[src/rtl/invader_fleet_pkg.sv]
// Shared constants and encodings for the invader fleet: formation geometry,
// screen bounds, and the fleet state / march direction enums.
package invader_fleet_pkg;

  localparam int unsigned INVADERS_H = 11;
  localparam int unsigned INVADERS_V = 5;
  localparam int unsigned N_INV      = INVADERS_H * INVADERS_V;
  localparam int unsigned OFFSET_H   = 32;
  localparam int unsigned OFFSET_V   = 32;
  localparam int unsigned INV_W      = 24;
  localparam int unsigned INV_H      = 16;

  localparam int unsigned STEP_X_DEF  = 4;
  localparam int unsigned STEP_Y_DEF  = 16;
  localparam int unsigned START_X_DEF = 80;
  localparam int unsigned START_Y_DEF = 64;
  localparam int unsigned X_MIN_DEF   = 8;
  localparam int unsigned X_MAX_DEF   = 631;
  localparam int unsigned Y_LIMIT_DEF = 400;

  typedef enum logic [1:0] {
    FLEET_IDLE,
    FLEET_RUN,
    FLEET_CLEARED,
    FLEET_LANDED
  } fleet_state_t;

  typedef enum logic {
    DIR_RIGHT,
    DIR_LEFT
  } fleet_dir_t;

endpackage

[src/rtl/invader_fleet_extent.sv]
// Combinational extent of the alive mask: leftmost/rightmost occupied column,
// bottom occupied row, and whether anything is alive at all.
module fleet_extent
  import invader_fleet_pkg::*;
(
  input  logic [N_INV-1:0] invaders,
  output logic [3:0]       leftcol,
  output logic [3:0]       rightcol,
  output logic [2:0]       bottomrow,
  output logic             any_alive
);

  logic [INVADERS_H-1:0] col_occ;
  logic [INVADERS_V-1:0] row_occ;

  always_comb begin
    col_occ = '0;
    row_occ = '0;
    for (int unsigned r = 0; r < INVADERS_V; r++) begin
      for (int unsigned c = 0; c < INVADERS_H; c++) begin
        col_occ[c] = col_occ[c] | invaders[r*INVADERS_H + c];
        row_occ[r] = row_occ[r] | invaders[r*INVADERS_H + c];
      end
    end
  end

  // Later matches overwrite earlier ones, so scan direction picks the priority.
  always_comb begin
    leftcol   = '0;
    rightcol  = '0;
    bottomrow = '0;
    for (int unsigned c = INVADERS_H; c > 0; c--)
      if (col_occ[c-1]) leftcol = 4'(c - 1);
    for (int unsigned c = 0; c < INVADERS_H; c++)
      if (col_occ[c]) rightcol = 4'(c);
    for (int unsigned r = 0; r < INVADERS_V; r++)
      if (row_occ[r]) bottomrow = 3'(r);
  end

  assign any_alive = |col_occ;

endmodule

[src/rtl/invader_fleet.sv]
// Invader formation state: per-frame march/drop, hit kills, speed-up as the
// fleet thins, and sticky cleared/landed flags for game control.
module invader_fleet
  import invader_fleet_pkg::*;
#(
  parameter int unsigned STEP_X  = STEP_X_DEF,
  parameter int unsigned STEP_Y  = STEP_Y_DEF,
  parameter int unsigned START_X = START_X_DEF,
  parameter int unsigned START_Y = START_Y_DEF,
  parameter int unsigned X_MIN   = X_MIN_DEF,
  parameter int unsigned X_MAX   = X_MAX_DEF,
  parameter int unsigned Y_LIMIT = Y_LIMIT_DEF
)(
  input  logic             clk,
  input  logic             rst,
  input  logic             frame,
  input  logic             start,
  input  logic             hit,
  input  logic [2:0]       hit_row,
  input  logic [3:0]       hit_col,
  output logic [N_INV-1:0] invaders,
  output logic [9:0]       invaders_x,
  output logic [9:0]       invaders_y,
  output logic [5:0]       alive_count,
  output logic             cleared,
  output logic             landed
);

  fleet_state_t     state_q, state_nx;
  fleet_dir_t       dir_q, dir_nx;
  logic [N_INV-1:0] mask_q, mask_nx;
  logic [9:0]       x_q, x_nx, y_q, y_nx;
  logic [5:0]       fcnt_q, fcnt_nx, alive_q, alive_nx;
  logic             cleared_q, cleared_nx, landed_q, landed_nx;
  logic             frame_d;

  logic [3:0]  leftcol, rightcol;
  logic [2:0]  bottomrow;
  logic        any_alive;
  logic        tick, step_due, drop, landing, hit_ok;
  logic [5:0]  hit_idx;
  logic [10:0] left_edge, right_edge, bottom_edge;
  logic [9:0]  x_step, y_drop;

  fleet_extent u_extent (
    .invaders  (mask_q),
    .leftcol   (leftcol),
    .rightcol  (rightcol),
    .bottomrow (bottomrow),
    .any_alive (any_alive)
  );

  assign tick     = frame & ~frame_d;
  assign step_due = ({1'b0, fcnt_q} + 7'd1) >= {1'b0, alive_q};

  // Edges and bottom are widened to 11 bits so the bound tests cannot wrap.
  assign left_edge   = 11'(x_q) + 11'(32'(leftcol) * OFFSET_H);
  assign right_edge  = 11'(x_q) + 11'(32'(rightcol) * OFFSET_H) + 11'(INV_W - 1);
  assign y_drop      = y_q + 10'(STEP_Y);
  assign bottom_edge = 11'(y_drop) + 11'(32'(bottomrow) * OFFSET_V) + 11'(INV_H);
  assign landing     = bottom_edge >= 11'(Y_LIMIT);
  assign drop        = (dir_q == DIR_RIGHT) ? ((right_edge + 11'(STEP_X)) > 11'(X_MAX))
                                            : (left_edge < 11'(X_MIN + STEP_X));
  assign x_step      = (dir_q == DIR_RIGHT) ? (x_q + 10'(STEP_X)) : (x_q - 10'(STEP_X));

  assign hit_idx = 6'((32'(hit_row) * INVADERS_H) + 32'(hit_col));
  assign hit_ok  = (state_q == FLEET_RUN) && hit && (hit_row < 3'(INVADERS_V))
                && (hit_col < 4'(INVADERS_H)) && mask_q[hit_idx];

  always_comb begin
    state_nx   = state_q;
    dir_nx     = dir_q;
    mask_nx    = mask_q;
    x_nx       = x_q;
    y_nx       = y_q;
    fcnt_nx    = fcnt_q;
    alive_nx   = alive_q;
    cleared_nx = cleared_q;
    landed_nx  = landed_q;
    if (start) begin
      state_nx   = FLEET_RUN;
      dir_nx     = DIR_RIGHT;
      mask_nx    = '1;
      x_nx       = 10'(START_X);
      y_nx       = 10'(START_Y);
      fcnt_nx    = '0;
      alive_nx   = 6'(N_INV);
      cleared_nx = 1'b0;
      landed_nx  = 1'b0;
    end else begin
      case (state_q)
        FLEET_RUN: begin
          if (!any_alive) begin
            cleared_nx = 1'b1;
            state_nx   = FLEET_CLEARED;
          end else begin
            // Motion uses the pre-hit mask; a same-cycle hit still applies below.
            if (tick) begin
              if (step_due) begin
                fcnt_nx = '0;
                if (drop) begin
                  y_nx   = y_drop;
                  dir_nx = (dir_q == DIR_RIGHT) ? DIR_LEFT : DIR_RIGHT;
                  if (landing) begin
                    landed_nx = 1'b1;
                    state_nx  = FLEET_LANDED;
                  end
                end else begin
                  x_nx = x_step;
                end
              end else begin
                fcnt_nx = fcnt_q + 6'd1;
              end
            end
            if (hit_ok) begin
              mask_nx[hit_idx] = 1'b0;
              alive_nx         = alive_q - 6'd1;
            end
          end
        end
        default: ;
      endcase
    end
  end

  always_ff @(posedge clk) begin
    if (rst) begin
      state_q   <= FLEET_IDLE;
      dir_q     <= DIR_RIGHT;
      mask_q    <= '1;
      x_q       <= 10'(START_X);
      y_q       <= 10'(START_Y);
      fcnt_q    <= '0;
      alive_q   <= 6'(N_INV);
      cleared_q <= 1'b0;
      landed_q  <= 1'b0;
      frame_d   <= 1'b0;
    end else begin
      state_q   <= state_nx;
      dir_q     <= dir_nx;
      mask_q    <= mask_nx;
      x_q       <= x_nx;
      y_q       <= y_nx;
      fcnt_q    <= fcnt_nx;
      alive_q   <= alive_nx;
      cleared_q <= cleared_nx;
      landed_q  <= landed_nx;
      frame_d   <= frame;
    end
  end

  assign invaders    = mask_q;
  assign invaders_x  = x_q;
  assign invaders_y  = y_q;
  assign alive_count = alive_q;
  assign cleared     = cleared_q;
  assign landed      = landed_q;

endmodule

[config.mk]
export PLATFORM = sky130hd
export DESIGN_NAME = invader_fleet
export DESIGN_NICKNAME = d
export VERILOG_FILES = /design/src/rtl/invader_fleet_pkg.sv /design/src/rtl/invader_fleet_extent.sv /design/src/rtl/invader_fleet.sv
export SDC_FILE = /design/constraint.sdc
export NUM_CORES = 1
export LEC_CHECK = 0
export ABC_CLOCK_PERIOD_IN_PS = 4000
export BUFFER_PORTS_ARGS = -buffer_cell sky130_fd_sc_hd__buf_2
export CAP_MARGIN = 5
export CELL_PAD_IN_SITES_DETAIL_PLACEMENT = 1
export CELL_PAD_IN_SITES_GLOBAL_PLACEMENT = 1
export CORE_MARGIN = 10
export CORE_UTILIZATION = 39
export CTS_CLUSTER_DIAMETER = 120
export DETAILED_ROUTE_END_ITERATION = 7
export HOLD_SLACK_MARGIN = 0.05
export PLACE_DENSITY = 0.88
export SYNTH_ARGS = -nofsm -noshare
export SYNTH_HDL_FRONTEND = slang
export SYNTH_SLANG_ARGS = --single-unit
[constraint.sdc]
create_clock -name clk -period 4 [get_ports clk]
set_clock_uncertainty 0.05 [all_clocks]
set_input_delay 0.8 -clock clk [delete_from_list [all_inputs] [get_ports clk]]
set_output_delay 0.8 -clock clk [all_outputs]
set_load 0.01 [all_outputs]
## After elaboration in Yosys (flattened, before gate mapping)

Index checks and enable logic that the tools add are counted.

- Bitwise logic cells: 90
- Reduce and logical (&&, ||, !) cells: 16
- Muxes and demuxes: 40
- Add/sub/neg operators: 13
- $lt $le $gt $ge: 8
- Eq/ne operators: 9
- Multiply operators: 1
- Divide/modulo/power cells: 0
- Shift-type cells: 0

Operator list:

| cell | number |
|---|---|
| bitwise OR 1 bit | 84 |
| 2-to-1 mux 4 bit | 20 |
| bitwise AND 55 bit | 1 |
| inverter 55 bit | 1 |
| adder 10 x 9 -> 11 bit | 2 |
| adder 11 x 5 -> 11 bit (second input constant) | 2 |
| AND reduction 5 bit | 4 |
| 2-to-1 mux 2 bit | 7 |
| != test 3 x 2 -> 1 bit (second input constant) | 4 |
| adder 10 x 8 -> 11 bit | 1 |
| adder 11 x 3 -> 11 bit (second input constant) | 1 |
| >= comparator 11 x 9 -> 1 bit (second input constant) | 1 |
| greater-than comparator 11 x 10 -> 1 bit (second input constant) | 1 |
| < comparator 11 x 4 -> 1 bit (second input constant) | 1 |
| OR reduction 11 bit | 1 |
| adder 10 x 3 -> 10 bit (second input constant) | 1 |
| adder 10 x 5 -> 10 bit (second input constant) | 1 |
| 2-to-1 mux 10 bit | 1 |
| subtractor 10 x 3 -> 10 bit (second input constant) | 1 |
| 2-to-1 mux 1 bit | 8 |
| != test 2 x 1 -> 1 bit (second input constant) | 4 |
| adder 6 x 1 -> 7 bit (second input constant) | 1 |
| >= comparator 7 x 6 -> 1 bit | 1 |
| < comparator 6 x 7 -> 1 bit (second input constant) | 1 |
| other kinds (20) | 27 |

- Output and inout bits: 83
- Input bits: 12
- Memories: 0
- Register bits after elaboration: 93
- Bits in latches: 0
- Bits in read-only memories: 0
- RAM bits: 0

## Depth between registers and ports, before layout

Gate-level depths: netlist of run 1.

- Depth in word-level cells: 25
- Mapped depth: 16

## By module

Synthesis of run 1 repeated with hierarchy kept, for this count alone.

- Cell total of the unflattened synthesis: 709
- Area total of the unflattened synthesis: 5,773.0 µm²

By module, submodules not included:

| module | times used | cells an instance | area each (µm²) |
|---|---|---|---|
| invader_fleet | 1 | 632 | 5,328.9 |
| fleet_extent | 1 | 77 | 444.2 |

## Least setup slack after synthesis of run 1

Ideal clock, no wire load.

- Kind: input -> register
- Start point: input hit_row[1]
- End point: register mask_q[38], in the netlist invaders[38]
- Required time: 3.836 ns
- Slack: -0.138 ns
- Cell stages on the path: 13
- Setup time: 0.114 ns
- Arrival time: 3.974 ns
- Cells stage by stage: inv_1 > ha_1 > fa_1 > fa_1 > buf_2 > buf_2 > o221ai_1 > a211oi_1 > a211oi_1 > nor4_4 > buf_4 > nand2_1 > a21o_1

- Longest elaborated chain between the ends: 8

Ends and longest elaborated chain:

| what | RTL line | text |
|---|---|---|
| start: declaration | invader_fleet.sv:19 | `input logic [2:0] hit_row,` |
| multiplier 3 x 4 -> 6 bit | invader_fleet.sv:66 | `assign hit_idx = 6'((32'(hit_row) * INVADERS_H) + 32'(hit_col));` |
| adder 6 x 4 -> 6 bit | invader_fleet.sv:66 |  |
| < comparator 6 x 7 -> 1 bit (implied by the code) / >= comparator 6 x 1 -> 1 bit (equally long branches) | invader_fleet.sv:116 | `mask_nx[hit_idx] = 1'b0;` |
| logical AND 1 bit (implied by the code) | invader_fleet.sv:116 |  |
| 2-to-1 mux 1 bit (implied by the code) | invader_fleet.sv:116 |  |
| demux 1 bit (select 6 bit) | invader_fleet.sv:116 |  |
| inverter 55 bit (no line) | n/a |  |
| bitwise AND 55 bit (no line) | n/a |  |
| end signal: assignment | invader_fleet.sv:141 | `mask_q <= mask_nx;` |
| end: declaration | invader_fleet.sv:31 | `logic [N_INV-1:0] mask_q, mask_nx;` |

Several ways; a longest one is shown, not always the timed one. The select of a mux whose other input is x is not followed.
A chain may end at the register's enable or synchronous reset.

## Final worst setup path of run 1

- Start point: register mask_q[34], in the netlist invaders[34]
- End point: register state_q[1]

- Longest elaborated chain between the ends: 19

Ends and longest elaborated chain:

| what | RTL line | text |
|---|---|---|
| bitwise OR 1 bit (2 in series) | invader_fleet_extent.sv:21 | `col_occ[c] = col_occ[c] \| invaders[r*INVADERS_H + c];` |
| 2-to-1 mux 1 bit | invader_fleet_extent.sv:35 | `if (col_occ[c]) rightcol = 4'(c);` |
| 2-to-1 mux 4 bit (9 in series) | invader_fleet_extent.sv:35 |  |
| adder 10 x 9 -> 11 bit | invader_fleet.sv:58 | `assign right_edge = 11'(x_q) + 11'(32'(rightcol) * OFFSET_H) + 11'(INV_W - 1);` |
| adder 11 x 5 -> 11 bit | invader_fleet.sv:58 |  |
| adder 11 x 3 -> 11 bit | invader_fleet.sv:62 | `assign drop = (dir_q == DIR_RIGHT) ? ((right_edge + 11'(STEP_X)) > 11'(X_MAX))` |
| greater-than comparator 11 x 10 -> 1 bit | invader_fleet.sv:62 |  |
| 2-to-1 mux 1 bit | invader_fleet.sv:62 |  |
| != test 2 x 1 -> 1 bit (no line) | n/a |  |
| AND reduction 5 bit (no line) | n/a |  |
| end signal: assignment | invader_fleet.sv:139 | `state_q <= state_nx;` |
| end: declaration | invader_fleet.sv:29 | `fleet_state_t state_q, state_nx;` |

Several ways; a longest one is shown, not always the timed one.

==> flow_summary.json, run 1 <==
{
  "setup_repair_after_global_routing_missed_its_margin": "yes",
  "die_area_um2": 20900,
  "synth_enable_flop_cells": 0,
  "yosysSeqAreaShare_pct": 28.7,
  "startpoint_type": "register",
  "finalWorstSetupSlack_ns": -0.692,
  "worst_skew_pair.late_latency_ns": 0.36,
  "max-vdd-ir-drop_mv": 0.212,
  "cts_root_buffer": "sky130_fd_sc_hd__clkbuf_16",
  "multi_input_area_um2": 4320,
  "total_clock_sinks": 87,
  "synth.yosys.warnings": 0,
  "drt.antenna.violating_nets": 0,
  "period_share_pct": 117,
  "clk_pin_slew_ns": 0.08,
  "maxCapViolations": 0,
  "routed_wl_um": 31200,
  "initial_utilization_pct": 39.9,
  "commonest_non_fill_non_tap_cell_in_the_layout": "sky130_fd_sc_hd__buf_4",
  "htreeDepth": 3,
  "placedInstanceArea_um2": 7470,
  "cts_buffers": 9,
  "max_slew.worst_pin.slew_ns": 1.42,
  "boundary_pin_count": 95,
  "detail_route.drc_violations": 0,
  "finish.net_count": 972,
  "final_cell_area_um2": 8240,
  "max_clock_freq_ghz": 0.213,
  "first_drt_iteration_drcs": 914,
  "vias_in_the_first_global_route": 7184,
  "grt_overflow_total": 0,
  "dp.final_hpwl_um": 19100,
  "floorplan.rows": 45,
  "post_synth.cell_area_avg_um2": 8.45,
  "drtPass1Iterations": 5,
  "hold_path.class": "register to register",
  "tritoncts": "built",
  "floorplan.die.height_um": 145,
  "drive_above_1_share_pct": 35.8,
  "asyncSetResetFlopFracSynth_pct": 0,
  "timing.max_slew.rel_slack_pct": 4.94,
  "cp_data_required_time_ns": 4.20,
  "antenna_found_initial": 1,
  "largest_net_degree_at_the_start_of_global_routing": 50,
  "drt-wirelength-per-cell_um": 28.2,
  "run_status": "finished, violations left",
  "post_synth_num_cell_types": 72,
  "cp_data_arrival_time_ns": 4.89,
  "cts_max_path_buffers": 2,
  "final.fill_count": 1803,
  "grt_pass1_wl_um": 40300,
  "synthToLayoutAreaGrowth_pct": 35.8,
  "number_of_vias_per_cell_after_detailed_routing": 6.67,
  "grt_util_all_layers_pct": 24.7,
  "postLayoutCoreUtil_pct": 54.2,
  "layoutNonFillerInstCount": 1107,
  "critical_path_class": "register to register",
  "detailroute.via_count": 7381,
  "timing.critical_path.fanout_max": 4,
  "timing_hold_violations_final": 0,
  "violations": "negative setup slack",
  "ys_seq_elements": 87,
  "final.min_clock_period_ns": 4.69,
  "leading_cell_types_in_the_layout_fill_and_taps_excluded": "sky130_fd_sc_hd__buf_4 (114), sky130_fd_sc_hd__buf_2 (87), sky130_fd_sc_hd__dfxtp_1 (85)",
  "synthesis.instances": 718,
  "yosys_most_used_dff": "sky130_fd_sc_hd__dfxtp_1",
  "timing.final.setup_violations": 38,
  "place.detailed.instances": 1077,
  "total_power_w": 0.00259,
  "gp_congestion": 0.993,
  "die_width_um": 145,
  "power.static_leakage_nw": 3.26,
  "core_box_area_um2": 15200,
  "synth_area_um2": 6070,
  "port_buffers": 88,
  "final-seq-area_um2": 1740,
  "maxSlewViolCount": 0,
  "power_per_cell_area_nw_per_um2": 315,
  "worst_setup_ep_type": "register"
}
==> Yosys cell counts, drive strengths merged, types with 4 or more instances <==
master  instances  area, um2
a211oi         10       75.1
a21boi          4       30.0
a21o           28        210
a21oi          65        374
a22oi           4       30.0
a31oi           5       31.3
and3           11       68.8
buf            21        160
clkbuf         14       52.6
dfxtp          87       1740
fa              5        100
ha             42        526
inv            28        105
mux2            5       56.3
mux2i          13        130
nand2          55        206
nand2b          6       37.5
nand3          26        130
nand4           4       40.0
nor2           77        289
nor2b           5       31.3
nor3           25        125
nor4           23        255
o21a            8       60.1
o21ai          38        194
o221ai          4       58.8
o31ai           8       60.1
o41ai           4       35.0
or3             6       37.5
or4            15        120
xnor2          14        130
xor2           11        104
==> metal layers <==
metal / track usage [%] / wire length [um] / vias up
met5: 0 / 0 / -
met4: 12.0 / 2110 / 0
met3: 6.55 / 3320 / 194
met2: 41.3 / 14500 / 567
met1: 28.6 / 11300 / 3592
li1: - / - / 3028
==> worst max-delay path: stages, from the launching register on <==
cell                       delay (ns)
sky130_fd_sc_hd__dfxtp_1         0.35
sky130_fd_sc_hd__buf_4           0.17
sky130_fd_sc_hd__nor4_1          1.09
sky130_fd_sc_hd__nand3_1         0.28
sky130_fd_sc_hd__o21ba_2         0.38
sky130_fd_sc_hd__nor2_1          0.08
sky130_fd_sc_hd__ha_1            0.34
sky130_fd_sc_hd__nor2b_1         0.17
sky130_fd_sc_hd__o31a_1          0.29
sky130_fd_sc_hd__a21oi_1         0.33
sky130_fd_sc_hd__nand2_1         0.09
sky130_fd_sc_hd__o311ai_0        0.41
sky130_fd_sc_hd__o21ai_0         0.22
sky130_fd_sc_hd__a211oi_1        0.33
==> timing repair <==
item / in CTS / in global routing
buffers inserted: 1 / 8
resized for setup: 20 / 52
pin swaps: 10 / 26
endpoints found under the setup margin: 21 / 49
gates cloned: 0 / 4
hold endpoints to repair: 0 / 0
hold buffers: 0 / 0
==> state kept, by name, summed over array words and instances, names as in the netlist <==
register / flops
cleared: 1
invaders_x: 8
state_q: 2
frame_d: 1
landed: 1
invaders_y: 6
dir_q: 1
alive_count: 6
fcnt_q: 6
invaders: 55
==> area by class of cell <==
class	instances	share of cell area, %
Multi-Input combinational cell	573	52.4
Sequential cell	87	21.2
Timing Repair Buffer	214	18.6
Tap cell	188	2.85
Clock buffer	9	2.73
Inverter	28	1.31
Clock inverter	7	0.866
Antenna cell	1	0.0304
==> power breakdown <==
group / switching [W] / internal [W] / total [W]
registers: 0.00000303 / 0.000868 / 0.000871
logic: 0.000515 / 0.000327 / 0.000842
clock network: 0.000434 / 0.000444 / 0.000879
==> stage by stage <==
stage	setup WS, ns	hold WS (ns)	setup TNS, ns
3_3_place_gp	-0.225	0.404	-4.88
2_1_floorplan	0.0289	0.440	0
4_1_cts	-0.161	0.443	-0.693
3_5_place_dp	-0.363	0.433	-11.74
5_1_grt	-0.720	0.467	-7.96
6_report	-0.692	0.436	-3.79
==> kinds of logic (layout without fill, tap and decap cells) <==
family                     count (synthesis)  in the layout  share of synthesized area [%]
DFF                                       87             87                           28.7
AOI/OAI and AO/OA                        204            204                           23.4
muxes                                     21             21                           4.19
buffers and inverters                     63            258                           5.24
adders and majority gates                 47             47                           10.3
xor gates and xnor gates                  25             25                           3.86
and+or+nand+nor                          270            270                           24.3
other                                      1              7                         0.0618
==> final timing paths <==
kind | from | slack (ns) | depth (start not counted) | to
worst max-delay path | invaders[34] | -0.69 | 13 | state_q[1]
worst min register to register | cleared | 0.44 | 2 | cleared
worst min-delay path | cleared | 0.44 | 2 | cleared
worst max register to register | invaders[34] | -0.69 | 13 | state_q[1]
Note: power is estimated with default switching activity, not from simulation.
==> run 2, diff against run 1 <==
SETUP_SLACK_MARGIN = 0.3   (was unset)
==> flow_summary.json, run 2 (synthesis results as in run 1) <==
{
  "run_status": "finished, violations left",
  "violations": "negative setup slack",
  "port_buffers": 88,
  "setup_repair_after_global_routing_missed_its_margin": "yes",
  "wl_met1_um": 12600,
  "gp_congestion": 1.03,
  "cp-startpoint": "invaders[23]",
  "vias_in_the_first_global_route": 7780,
  "period_share_pct": 111,
  "worst_r2r_endpoint": "landed",
  "timing_hold_violations_final": 0,
  "final.fill_count": 1731,
  "power_per_cell_area_nw_per_um2": 322,
  "power.switching_w": 0.00108,
  "dp.final_hpwl_um": 19500,
  "postLayoutCoreUtil_pct": 58.9,
  "final.min_clock_period_ns": 4.46,
  "antenna_found_initial": 3,
  "first_drt_iteration_drcs": 953,
  "boundary_pin_count": 95,
  "max-vdd-ir-drop_mv": 0.305,
  "timing.max_slew.rel_slack_pct": 36.9,
  "r2r-start": "invaders[23]",
  "synthToLayoutAreaGrowth_pct": 47.6,
  "max_slew.worst_pin.slew_ns": 0.937,
  "final_cell_area_um2": 8950,
  "tritoncts": "built",
  "cts_buffers": 9,
  "routed_wl_um": 35400,
  "floorplan.rows": 45,
  "cts_max_path_buffers": 2,
  "route.top_layer_used": "met5",
  "hold_path.class": "register to register",
  "drt.antenna.violating_nets": 0,
  "timing.final.setup_violations": 28,
  "multi_input_area_um2": 4860,
  "switching_share_pct": 37.4,
  "max_clock_freq_ghz": 0.224,
  "core_box_area_um2": 15200,
  "detailed_routed_wire_length_on_met3_um": 3620,
  "drtPass1Iterations": 6,
  "worst_skew_pair.late_latency_ns": 0.37,
  "largest_net_degree_at_the_start_of_global_routing": 42,
  "number_of_vias_per_cell_after_detailed_routing": 6.83,
  "drt-wirelength-per-cell_um": 31.7,
  "final-seq-area_um2": 1750,
  "leading_cell_types_in_the_layout_fill_and_taps_excluded": "sky130_fd_sc_hd__buf_4 (101), sky130_fd_sc_hd__buf_2 (85), sky130_fd_sc_hd__dfxtp_1 (82)",
  "clk_pin_slew_ns": 0.08,
  "grt_util_all_layers_pct": 30.7,
  "maxSlewViolCount": 0,
  "p_seq_share_pct": 30.2,
  "worst_hold_path.num_cells": 2,
  "total_clock_sinks": 87,
  "min_from": "invaders_y[9]",
  "reg2reg_slack_ns": -0.46,
  "initial_utilization_pct": 39.9,
  "internal_w": 0.00180,
  "finish.net_count": 982,
  "grt_overflow_total": 0,
  "power.static_leakage_nw": 3.50,
  "worst_setup_ep_type": "register",
  "startpoint_type": "register",
  "largest_register_ffs": 55,
  "maxCapViolations": 0,
  "cts_root_buffer": "sky130_fd_sc_hd__clkbuf_16",
  "hold_path_end": "invaders_y[9]",
  "drive_above_1_share_pct": 45.4,
  "die_area_um2": 20900,
  "reg2reg_depth": 13,
  "hold_buffers": 0,
  "commonest_non_fill_non_tap_cell_in_the_layout": "sky130_fd_sc_hd__buf_4",
  "placedInstanceArea_um2": 7500,
  "htreeDepth": 3,
  "cp_data_required_time_ns": 4.17,
  "timing.critical_path.fanout_max": 4,
  "pwr-share-comb_pct": 37.8,
  "clock_power_share_pct": 31.9,
  "finalWorstSetupSlack_ns": -0.459,
  "grt_pass1_wl_um": 48500,
  "floorplan.die.height_um": 145,
  "met2RoutedLength_um": 16200,
  "die_width_um": 145,
  "detail_route.drc_violations": 0,
  "detailroute.via_count": 7634,
  "critical_path_class": "register to register",
  "cp_data_arrival_time_ns": 4.63
}
-- run 2: metal layers --
metal	GRT usage (%)	up-vias
met5	0	-
met2	50.3	640
li1	-	3060
met3	8.12	261
met4	18.1	2
met1	35.3	3671
-- run 2: timing repair --
action,4_1_cts,5_1_grt
resized for setup,124,78
setup endpoints to repair,64,75
setup buffers,22,10
cloned,4,0
pin swaps,71,34
-- run 2: critical path: stages (launching register included) --
cell                       delay, ns
sky130_fd_sc_hd__dfxtp_1        0.36
sky130_fd_sc_hd__buf_4          0.17
sky130_fd_sc_hd__nor4_1         0.49
sky130_fd_sc_hd__nand3_1        0.47
sky130_fd_sc_hd__o21ba_2        0.38
sky130_fd_sc_hd__nor2_1         0.18
sky130_fd_sc_hd__ha_1           0.29
sky130_fd_sc_hd__nor2b_1        0.16
sky130_fd_sc_hd__o31a_1         0.28
sky130_fd_sc_hd__o21ai_0        0.43
sky130_fd_sc_hd__xnor2_1        0.20
sky130_fd_sc_hd__and3_1         0.23
sky130_fd_sc_hd__o21ai_0        0.47
sky130_fd_sc_hd__a211oi_2       0.16
-- run 2: per-stage QoR --
step                setup TNS [ns]  total power, W  setup WS [ns]  hold WS (ns)  std cells
finish                       -3.01         0.00288         -0.459         0.481       1117
global route                 -5.32         0.00292         -0.507         0.502       1116
CTS                        -0.0144         0.00263        -0.0125         0.466       1106
detailed placement          -10.59         0.00160         -0.425         0.453       1064
global placement             -4.21         0.00158         -0.186         0.443       1064
floorplan                        0         0.00132          0.119         0.440        723
-- run 2: worst max path at each step --
stage,depth (start not counted),slack (ns),endpoint
final,13,-0.46,landed
after global routing,13,-0.51,landed
after CTS,14,-0.01,invaders_y[7]
after detailed placement,14,-0.42,invaders_y[7]
after global placement,14,-0.19,invaders_y[8]
after floorplan,14,0.12,invaders_y[8]
-- run 2: area by class of cell --
| class | count | share of cell area (%) |
|---|---|---|
| multi-input cells | 574 | 54.3 |
| flip-flops and latches | 87 | 19.5 |
| repair buffers | 223 | 18.8 |
| well taps | 188 | 2.63 |
| clock buffers | 9 | 2.52 |
| inverters | 28 | 1.34 |
| clock inverters | 7 | 0.895 |
| diodes | 1 | 0.0280 |
-- run 2: power by group through the flow --
| stage | combinational (W) | sequential, W | clock, W |
|---|---|---|---|
| 2_1_floorplan | 0.000430 | 0.000891 | 0 |
| 3_3_place_gp | 0.000687 | 0.000891 | 0 |
| 3_5_place_dp | 0.000705 | 0.000891 | 0 |
| 4_1_cts | 0.000875 | 0.000871 | 0.000885 |
| 5_1_grt | 0.00111 | 0.000872 | 0.000941 |
| 6_report | 0.00109 | 0.000872 | 0.000921 |
==> run 3, diff against run 2 <==
CORE_UTILIZATION = 40   (was 39)
CTS_BUF_LIST = sky130_fd_sc_hd__clkbuf_4 sky130_fd_sc_hd__clkbuf_8   (was unset)
PLACE_DENSITY = 0.9   (was 0.88)
==> flow_summary.json, run 3 (synthesis results as in run 1) <==
{
  "run_status": "finished, violations left",
  "violations": "negative setup slack",
  "boundary_pin_count": 95,
  "commonest_non_fill_non_tap_cell_in_the_layout": "sky130_fd_sc_hd__buf_4",
  "total_clock_sinks": 87,
  "first_drt_iteration_drcs": 1077,
  "drtPass1Iterations": 6,
  "drive_above_1_share_pct": 44.1,
  "timing_hold_violations_final": 0,
  "port_buffers": 88,
  "power_per_cell_area_nw_per_um2": 314,
  "timing.critical_path.cells": "buf_4 > buf_4 > nor3_1 > nand3_1 > o21ba_2 > nor2_1 > ha_1 > nor2b_1 > o31a_1 > a21oi_1 > nand2_1 > o311ai_0 > o21ai_0 > a211oi_1",
  "max_clock_freq_ghz": 0.225,
  "worst_setup_ep_type": "register",
  "timing.critical_path.fanout_max": 4,
  "drt.antenna.violating_nets": 0,
  "critical_path_cell_count": 14,
  "crit_top_cell": "sky130_fd_sc_hd__buf_4",
  "initial_utilization_pct": 41.3,
  "maxCapViolations": 0,
  "core_box_area_um2": 14700,
  "max_slew.worst_pin.slew_ns": 1.38,
  "gp_congestion": 0.941,
  "vias_in_the_first_global_route": 7715,
  "critical_path_class": "register to register",
  "grt_util_all_layers_pct": 30.1,
  "max-vdd-ir-drop_mv": 0.337,
  "wl_met1_um": 12500,
  "routed_wl_um": 35200,
  "worst_skew_pair.late_latency_ns": 0.42,
  "detailed_routed_wire_length_on_met3_um": 3970,
  "n_antenna_cell": 0,
  "timing.final.setup_violations": 17,
  "met2RoutedLength_um": 15700,
  "final.fill_count": 1675,
  "critical-path-top-delay-family": "compound AO/OA/AOI/OAI gates",
  "tritoncts": "built",
  "dp.final_hpwl_um": 19100,
  "maxSlewViolCount": 0,
  "layoutNonFillerInstCount": 1126,
  "period_share_pct": 111,
  "synthToLayoutAreaGrowth_pct": 46.2,
  "cts_root_buffer": "sky130_fd_sc_hd__clkbuf_8",
  "grt_overflow_total": 0,
  "grt_pass1_wl_um": 47600,
  "floorplan.rows": 44,
  "cp_data_arrival_time_ns": 4.68,
  "htreeDepth": 3,
  "setup_repair_after_global_routing_missed_its_margin": "yes",
  "final.min_clock_period_ns": 4.44,
  "route.top_layer_used": "met5",
  "drt-wirelength-per-cell_um": 31.2,
  "reg2reg_depth": 14,
  "critPathBufInv": 2,
  "largest_net_degree_at_the_start_of_global_routing": 42,
  "leading_cell_types_in_the_layout_fill_and_taps_excluded": "sky130_fd_sc_hd__buf_4 (119), sky130_fd_sc_hd__buf_2 (85), sky130_fd_sc_hd__dfxtp_1 (83)",
  "hold_path.class": "register to register",
  "clk_pin_slew_ns": 0.10,
  "power.static_leakage_nw": 3.50,
  "cts_buffers": 9,
  "largest_register_ffs": 55,
  "detailroute.via_count": 7855,
  "startpoint_type": "register",
  "place.detailed.instances": 1065,
  "die_width_um": 143,
  "finish.net_count": 996,
  "die_area_um2": 20500,
  "total_power_w": 0.00279,
  "worst_path_largest_cell_delay_ns": 0.53,
  "hold_buffers": 0,
  "number_of_vias_per_cell_after_detailed_routing": 6.98,
  "antenna_found_initial": 1,
  "floorplan.die.height_um": 143,
  "timing.max_slew.rel_slack_pct": 7.98,
  "worst_hold_path.num_cells": 1,
  "cp_data_required_time_ns": 4.24,
  "finalWorstSetupSlack_ns": -0.437,
  "detail_route.drc_violations": 0,
  "critPathSlowestCell": "sky130_fd_sc_hd__o311ai_0",
  "cts_max_path_buffers": 2
}
[run 3: cell count changes in the layout (fill, tap and decap cells not counted), sizes merged]
| cell | delta |
|---|---|
| buf | +12 |
| clkinv | -2 |
| clkinvlp | -1 |
| diode | -1 |
| clkbuf | +5 |
| bufinv | +1 |
| inv | -1 |
[run 3: per-layer routing]
layer	up-vias	track usage (%)
li1	3079	-
met1	3808	34.4
met2	719	49.5
met3	247	8.42
met4	2	17.4
met5	-	0
[run 3: repair_timing]
action / in CTS / in global routing
setup endpoints to repair: 66 / 71
gates resized for setup: 97 / 76
setup buffers: 30 / 11
gates cloned: 4 / 0
pin swaps: 38 / 35
[run 3: final cells by class]
cell class	instances	area [um2]	area share (%)
Clock inverter	4	77.6	0.875
Multi-Input combinational cell	574	4780	53.9
Timing Repair Buffer	237	1760	19.9
Sequential cell	87	1750	19.7
Tap cell	184	230	2.60
Inverter	28	120	1.35
Clock buffer	12	153	1.72
[run 3: final timing paths]
check / endpoint / slack (ns) / start
min: invaders[7] / 0.48 / invaders[7]
max reg2reg: landed / -0.44 / invaders[30]
max: landed / -0.44 / invaders[30]
min reg2reg: invaders[7] / 0.48 / invaders[7]
[run 3: report_power, final]
| group | switching, W | internal [W] |
|---|---|---|
| clock | 0.000380 | 0.000387 |
| sequential | 0.00000364 | 0.000868 |
| combinational | 0.000680 | 0.000467 |
| total | 0.00106 | 0.00172 |
[run 3: worst reg2reg max path: cells and delay by family (launching register included)]
| family | cells | cell delay (ns) |
|---|---|---|
| compound gates | 6 | 2.22 |
| flops | 1 | 0.35 |
| fa+ha+maj | 1 | 0.29 |
| buf+inv | 2 | 0.28 |
| simple gates | 5 | 1.14 |
[run 3: stage by stage]
step | setup WS (ns) | utilization, % | cell area (um2) | TNS, ns | hold slack (ns)
3_5_place_dp | -0.279 | 51.3 | 7540 | -12.35 | 0.443
6_report | -0.437 | 60.3 | 8870 | -1.36 | 0.476
3_3_place_gp | -0.237 | 51.3 | 7540 | -6.93 | 0.440
5_1_grt | -0.585 | 60.3 | 8870 | -3.67 | 0.499
4_1_cts | 0.0513 | 57.6 | 8460 | 0 | 0.475
2_1_floorplan | 0.119 | - | 6270 | 0 | 0.440
